File: src/rtl/fpga_btn_debounce.sv
// Debounce and synchronise raw board inputs (buttons, switches) before they
// reach the SoC pad frame. Each channel runs a 2-flop synchroniser, a
// stability counter and a registered clean level with one-cycle edge pulses.
module fpga_btn_debounce #(
  parameter int unsigned N_INPUTS        = 7,
  parameter int unsigned DEBOUNCE_CYCLES = 1000000,
  parameter int unsigned CNT_WIDTH       = 20,
  parameter logic        RESET_VALUE     = 1'b0
) (
  input  logic                ref_clk,
  input  logic                ref_rst,
  input  logic [N_INPUTS-1:0] raw_i,
  output logic [N_INPUTS-1:0] clean_o,
  output logic [N_INPUTS-1:0] rise_o,
  output logic [N_INPUTS-1:0] fall_o
);

  // Count value on which a differing synchronised level is finally accepted.
  localparam logic [CNT_WIDTH-1:0] CNT_LAST = CNT_WIDTH'(DEBOUNCE_CYCLES - 1);

  logic [N_INPUTS-1:0]  sync1_q, sync1_d;
  logic [N_INPUTS-1:0]  sync2_q, sync2_d;
  logic [N_INPUTS-1:0]  clean_q, clean_d;
  logic [N_INPUTS-1:0]  rise_q,  rise_d;
  logic [N_INPUTS-1:0]  fall_q,  fall_d;
  logic [CNT_WIDTH-1:0] cnt_q [N_INPUTS];
  logic [CNT_WIDTH-1:0] cnt_d [N_INPUTS];

  // Next-state: synchroniser shift, per-channel stability count and edge pulses.
  always_comb begin
    // NOTE: every signal gets a default before the loop so no path leaves it
    // unassigned; otherwise the tool would infer a latch.
    sync1_d = raw_i;
    sync2_d = sync1_q;
    clean_d = clean_q;
    rise_d  = '0;
    fall_d  = '0;
    for (int i = 0; i < N_INPUTS; i++) begin
      cnt_d[i] = '0;
      if (sync2_q[i] != clean_q[i]) begin
        if (cnt_q[i] == CNT_LAST) begin
          // Level has been stable long enough: accept it and flag the edge.
          clean_d[i] = sync2_q[i];
          rise_d[i]  = sync2_q[i];
          fall_d[i]  = ~sync2_q[i];
        end else begin
          cnt_d[i] = cnt_q[i] + CNT_WIDTH'(1);
        end
      end
      // Matching level (or a one-cycle glitch back) leaves cnt_d at zero,
      // which restarts the stability window.
    end
  end

  // State registers with synchronous active-high reset.
  always_ff @(posedge ref_clk) begin
    // NOTE: sequential state uses non-blocking assignments so every flop
    // samples pre-edge values, independent of statement order.
    if (ref_rst) begin
      sync1_q <= {N_INPUTS{RESET_VALUE}};
      sync2_q <= {N_INPUTS{RESET_VALUE}};
      clean_q <= {N_INPUTS{RESET_VALUE}};
      rise_q  <= '0;
      fall_q  <= '0;
      // NOTE: the counter bank is a handful of flops, not a RAM, so it is
      // reset explicitly; a reset mid-count must discard the partial count.
      for (int i = 0; i < N_INPUTS; i++) begin
        cnt_q[i] <= '0;
      end
    end else begin
      sync1_q <= sync1_d;
      sync2_q <= sync2_d;
      clean_q <= clean_d;
      rise_q  <= rise_d;
      fall_q  <= fall_d;
      for (int i = 0; i < N_INPUTS; i++) begin
        cnt_q[i] <= cnt_d[i];
      end
    end
  end

  assign clean_o = clean_q;
  assign rise_o  = rise_q;
  assign fall_o  = fall_q;

endmodule

File: config.mk
export PLATFORM = sky130hd
export DESIGN_NAME = fpga_btn_debounce
export DESIGN_NICKNAME = d
export VERILOG_FILES = /design/src/rtl/fpga_btn_debounce.sv
export SDC_FILE = /design/constraint.sdc
export NUM_CORES = 1
export LEC_CHECK = 0
export BUFFER_PORTS_ARGS = -buffer_cell sky130_fd_sc_hd__clkbuf_2
export CAP_MARGIN = 30
export CORE_MARGIN = 2
export CORE_UTILIZATION = 45
export DETAILED_ROUTE_END_ITERATION = 7
export GPL_TIMING_DRIVEN = 0
export HOLD_SLACK_MARGIN = 0.08
export PLACE_DENSITY = 0.7
export SYNTH_ARGS = -nofsm -noshare
export SYNTH_HDL_FRONTEND = slang
export SYNTH_SLANG_ARGS = --single-unit
File: constraint.sdc
create_clock -name ref_clk -period 5.91 [get_ports ref_clk]
set_input_delay 0.591 -clock ref_clk [delete_from_list [all_inputs] [get_ports ref_clk]]
set_output_delay 0.591 -clock ref_clk [all_outputs]
set_load 0.01 [all_outputs]
==> flow_metrics.env <==
export IMPL_antenna_cells_inserted=0
export IMPL_synth_most_common_cell="dfxtp_1"
export IMPL_portion_of_the_post_synthesis_area_used_by_sequential_elements=0.469
export IMPL_ctsLongestPathBuffers=2
export IMPL_synth_top_cells_by_count="175 x dfxtp_1, 127 x nor2_1, 76 x xnor2_1"
export IMPL_clockPowerShare=0.488
export IMPL_timing_hold_violations_final=0
export IMPL_setup_tns_ps=0
export IMPL_critical_path_cell_sequence="ha_1 -> nand3_1 -> or4_1 -> o21ai_2 -> buf_4 -> nor2_1"
export IMPL_yosysTopAreaCell="dfxtp_1"
export IMPL_synth_async_sr_flop_share=0
export IMPL_critPathRequiredTime_ps=6230
export IMPL_hold_class="in2reg"
export IMPL_htreeDepth=4
export IMPL_syn_cell_area_sq_um=7460
export IMPL_path_clk_slew_ps=60
export IMPL_place_port_buffers=29
export IMPL_floorplan_die_width_um=133
export IMPL_seq_power_share=0.501
export IMPL_place_detailed_hpwl_mm=9.82
export IMPL_crit_path_start_kind="flop"
export IMPL_cts_post_setup_buffers_inserted=0
export IMPL_power_leakage_nw=2.45
export IMPL_syn_inst=858
export IMPL_synth_cell_type_count=40
export IMPL_clk_latency_ps=430
export IMPL_max_slew_worst_pin_slew_ps=731
export IMPL_status="completed"
export IMPL_synth_seq_cells=175
export IMPL_via_per_inst=5.21
export IMPL_globalRoute_totalOverflow=0
export IMPL_final_period_minus_worst_setup_slack_ps=2420
export IMPL_initial_utilization=0.455
export IMPL_pin_count=30
export IMPL_drt_pass1_iterations=5
export IMPL_layout_drive_gt1_share=0.0860
export IMPL_synth_top_area_frac=0.469
export IMPL_max_cap_viol_count=0
export IMPL_drt_drc_violations_left=0
export IMPL_detailedRoute_firstIterationViolations=325
export IMPL_finalWeightedCongestion=0.805
export IMPL_cp_arrival_ps=2740
export IMPL_synth_net_count=874
export IMPL_power_per_cell_area_nw_per_um2=279
export IMPL_flow_area_growth_from_synthesis_pct=13.9
export IMPL_report_power_total_mw=2.37
export IMPL_timing_final_crit_share=0.409
export IMPL_fmax_mhz=414
export IMPL_grt_usage=0.170
export IMPL_max_slew_margin_rel=0.513
export IMPL_total_switching_power_mw=0.490
export IMPL_route_vias_total=5939
export IMPL_wl_per_cell_um=12.6
export IMPL_post_cts_hold_buffer_count=0
export IMPL_clock_sink_count=175
export IMPL_vias_in_the_first_global_route=5529
export IMPL_grt_pass1_wl_mm=24.8
export IMPL_ys_dominant_reg_cell="dfxtp_1"
export IMPL_ctsRootBufferMaster="clkbuf_16"
export IMPL_finalClockSkew_ps=9.73
export IMPL_design_core_area_sq_um=16400
export IMPL_avgSynthCellArea_sq_um=8.70
export IMPL_tritoncts_clock_tree="yes"
export IMPL_critical_path_slowest_cell="or4_1"
export IMPL_routed_wl_mm=14.3
export IMPL_num_rows=47
export IMPL_cp_max_fo=10
export IMPL_design_final_nets=922
export IMPL_number_of_enable_type_register_cells_in_the_synthesized_netlist=0
export IMPL_number_of_antenna_violations_at_the_first_check_in_global_routing=0
export IMPL_swShare=0.207
export IMPL_die_area_sq_um=17600
export IMPL_post_cts_resized_instances=0
export IMPL_grt_max_degree=17
export IMPL_cpPeakStageDelay_ps=660
export IMPL_floorplan_die_height_um=133
export IMPL_rsz_0062_raised_after_global_routing="no"
export IMPL_ys_warnings_count=0
export IMPL_worst_ir_drop_vdd_v=0.000221
export IMPL_combinationalPowerShare=0.011
export IMPL_antenna_left=0
export IMPL_fin_util=0.518
export IMPL_cts_buffers=17
export IMPL_timing_setup_critical_path_class="reg2reg"
export IMPL_p_int_mw=1.88
export IMPL_crit_path_end_kind="flop"
export IMPL_final_number_of_setup_violating_endpoints=0
export IMPL_finalMaxSlewViolations=0
export IMPL_yosys_top_cells_area="dfxtp_1 47%, xnor2_1 8.9%, nor2_1 6.4%, nand3_1 3.8%, a21oi_1 3.0%"
layout make-up:
type,count,area [sq um]
fillers,1488,7910
multi-input cells,628,3740
flip-flops and latches,175,3500
clock buffers,20,457
well taps,220,275
clock inverters,12,160
repair buffers,29,145
inverters,33,124
plain buffers,22,97.6
cell families after synthesis:
kind of cell	after synthesis	share of synthesized area
AO/OA/AOI/OAI	96	0.0723
XOR/XNOR	95	0.111
adder cells (fa/ha/maj)	7	0.0117
buffers and inverters	55	0.0297
flip-flops	175	0.469
AND/OR/NAND/NOR	430	0.305
power groups by stage:
stage                     clock, mW  sequential (mW)  combinational, mW
after global routing           1.23             1.19             0.0296
after floorplan                   0             1.21             0.0165
after CTS                      1.18             1.19             0.0269
after detailed placement          0             1.22             0.0268
final                          1.16             1.19             0.0264
after global placement            0             1.22             0.0266
critical path: cells and delay by family (launching register included):
family | cells | cell delay, ps
AND/OR/NAND/NOR | 3 | 1040
AO/OA/AOI/OAI | 1 | 420
adder cells (fa/ha/maj) | 1 | 210
flip-flops | 1 | 370
buffers and inverters | 1 | 270
path summary, 6_finish.rpt:
kind / slack [ps] / endpoint / cells past startpoint / startpoint
setup / recovery: 3490 / cnt_q[6][13] / 6 / cnt_q[6][0]
hold / removal: 370 / sync1_q[0] / 2 / raw_i[0]
setup reg to reg: 3490 / cnt_q[6][13] / 6 / cnt_q[6][0]
hold reg to reg: 440 / sync2_q[4] / 1 / sync1_q[4]
layout by cell type, fill, tap and decap left out, types with 4 or more instances in the layout:
cell type	count
a21oi_1	44
and2_1	5
and3_1	10
and4_1	6
clkbuf_1	17
clkbuf_16	17
clkbuf_2	29
clkinvlp_4	4
dfxtp_1	175
ha_1	7
inv_1	33
nand2_1	47
nand3_1	57
nand4_1	24
nor2_1	127
nor2b_1	14
nor3_1	30
nor4_1	26
nor4b_1	13
o21ai_0	28
o21ai_1	4
o31ai_1	13
or3_1	25
or3b_2	4
or4_1	28
xnor2_1	76
xor2_1	19
stage by stage:
step | setup WS (ps) | area (sq um) | instances | hold WS [ps]
CTS | 3490 | 8500 | 1139 | 355
global placement | 3540 | 7880 | 1107 | 417
global route | 3340 | 8500 | 1139 | 361
finish | 3490 | 8500 | 1139 | 372
detailed placement | 3530 | 7880 | 1107 | 420
floorplan | 3880 | 7460 | 858 | 414
metal layers:
| metal | part of all wire | vias up | global-route usage |
|---|---|---|---|
| met2 | 0.45 | 67 | 0.279 |
| met5 | 0 | - | 0 |
| met4 | 0.011 | 0 | 0.0609 |
| li1 | - | 3116 | - |
| met3 | 0.029 | 17 | 0.0456 |
| met1 | 0.51 | 2739 | 0.217 |
flip-flops by register name, summed over array words and instances, names as in the netlist:
signal / flops
rise_o: 7
cnt_q: 140
sync2_q: 7
clean_o: 7
fall_o: 7
sync1_q: 7
No activity file was read; power rests on OpenSTA's default activity.
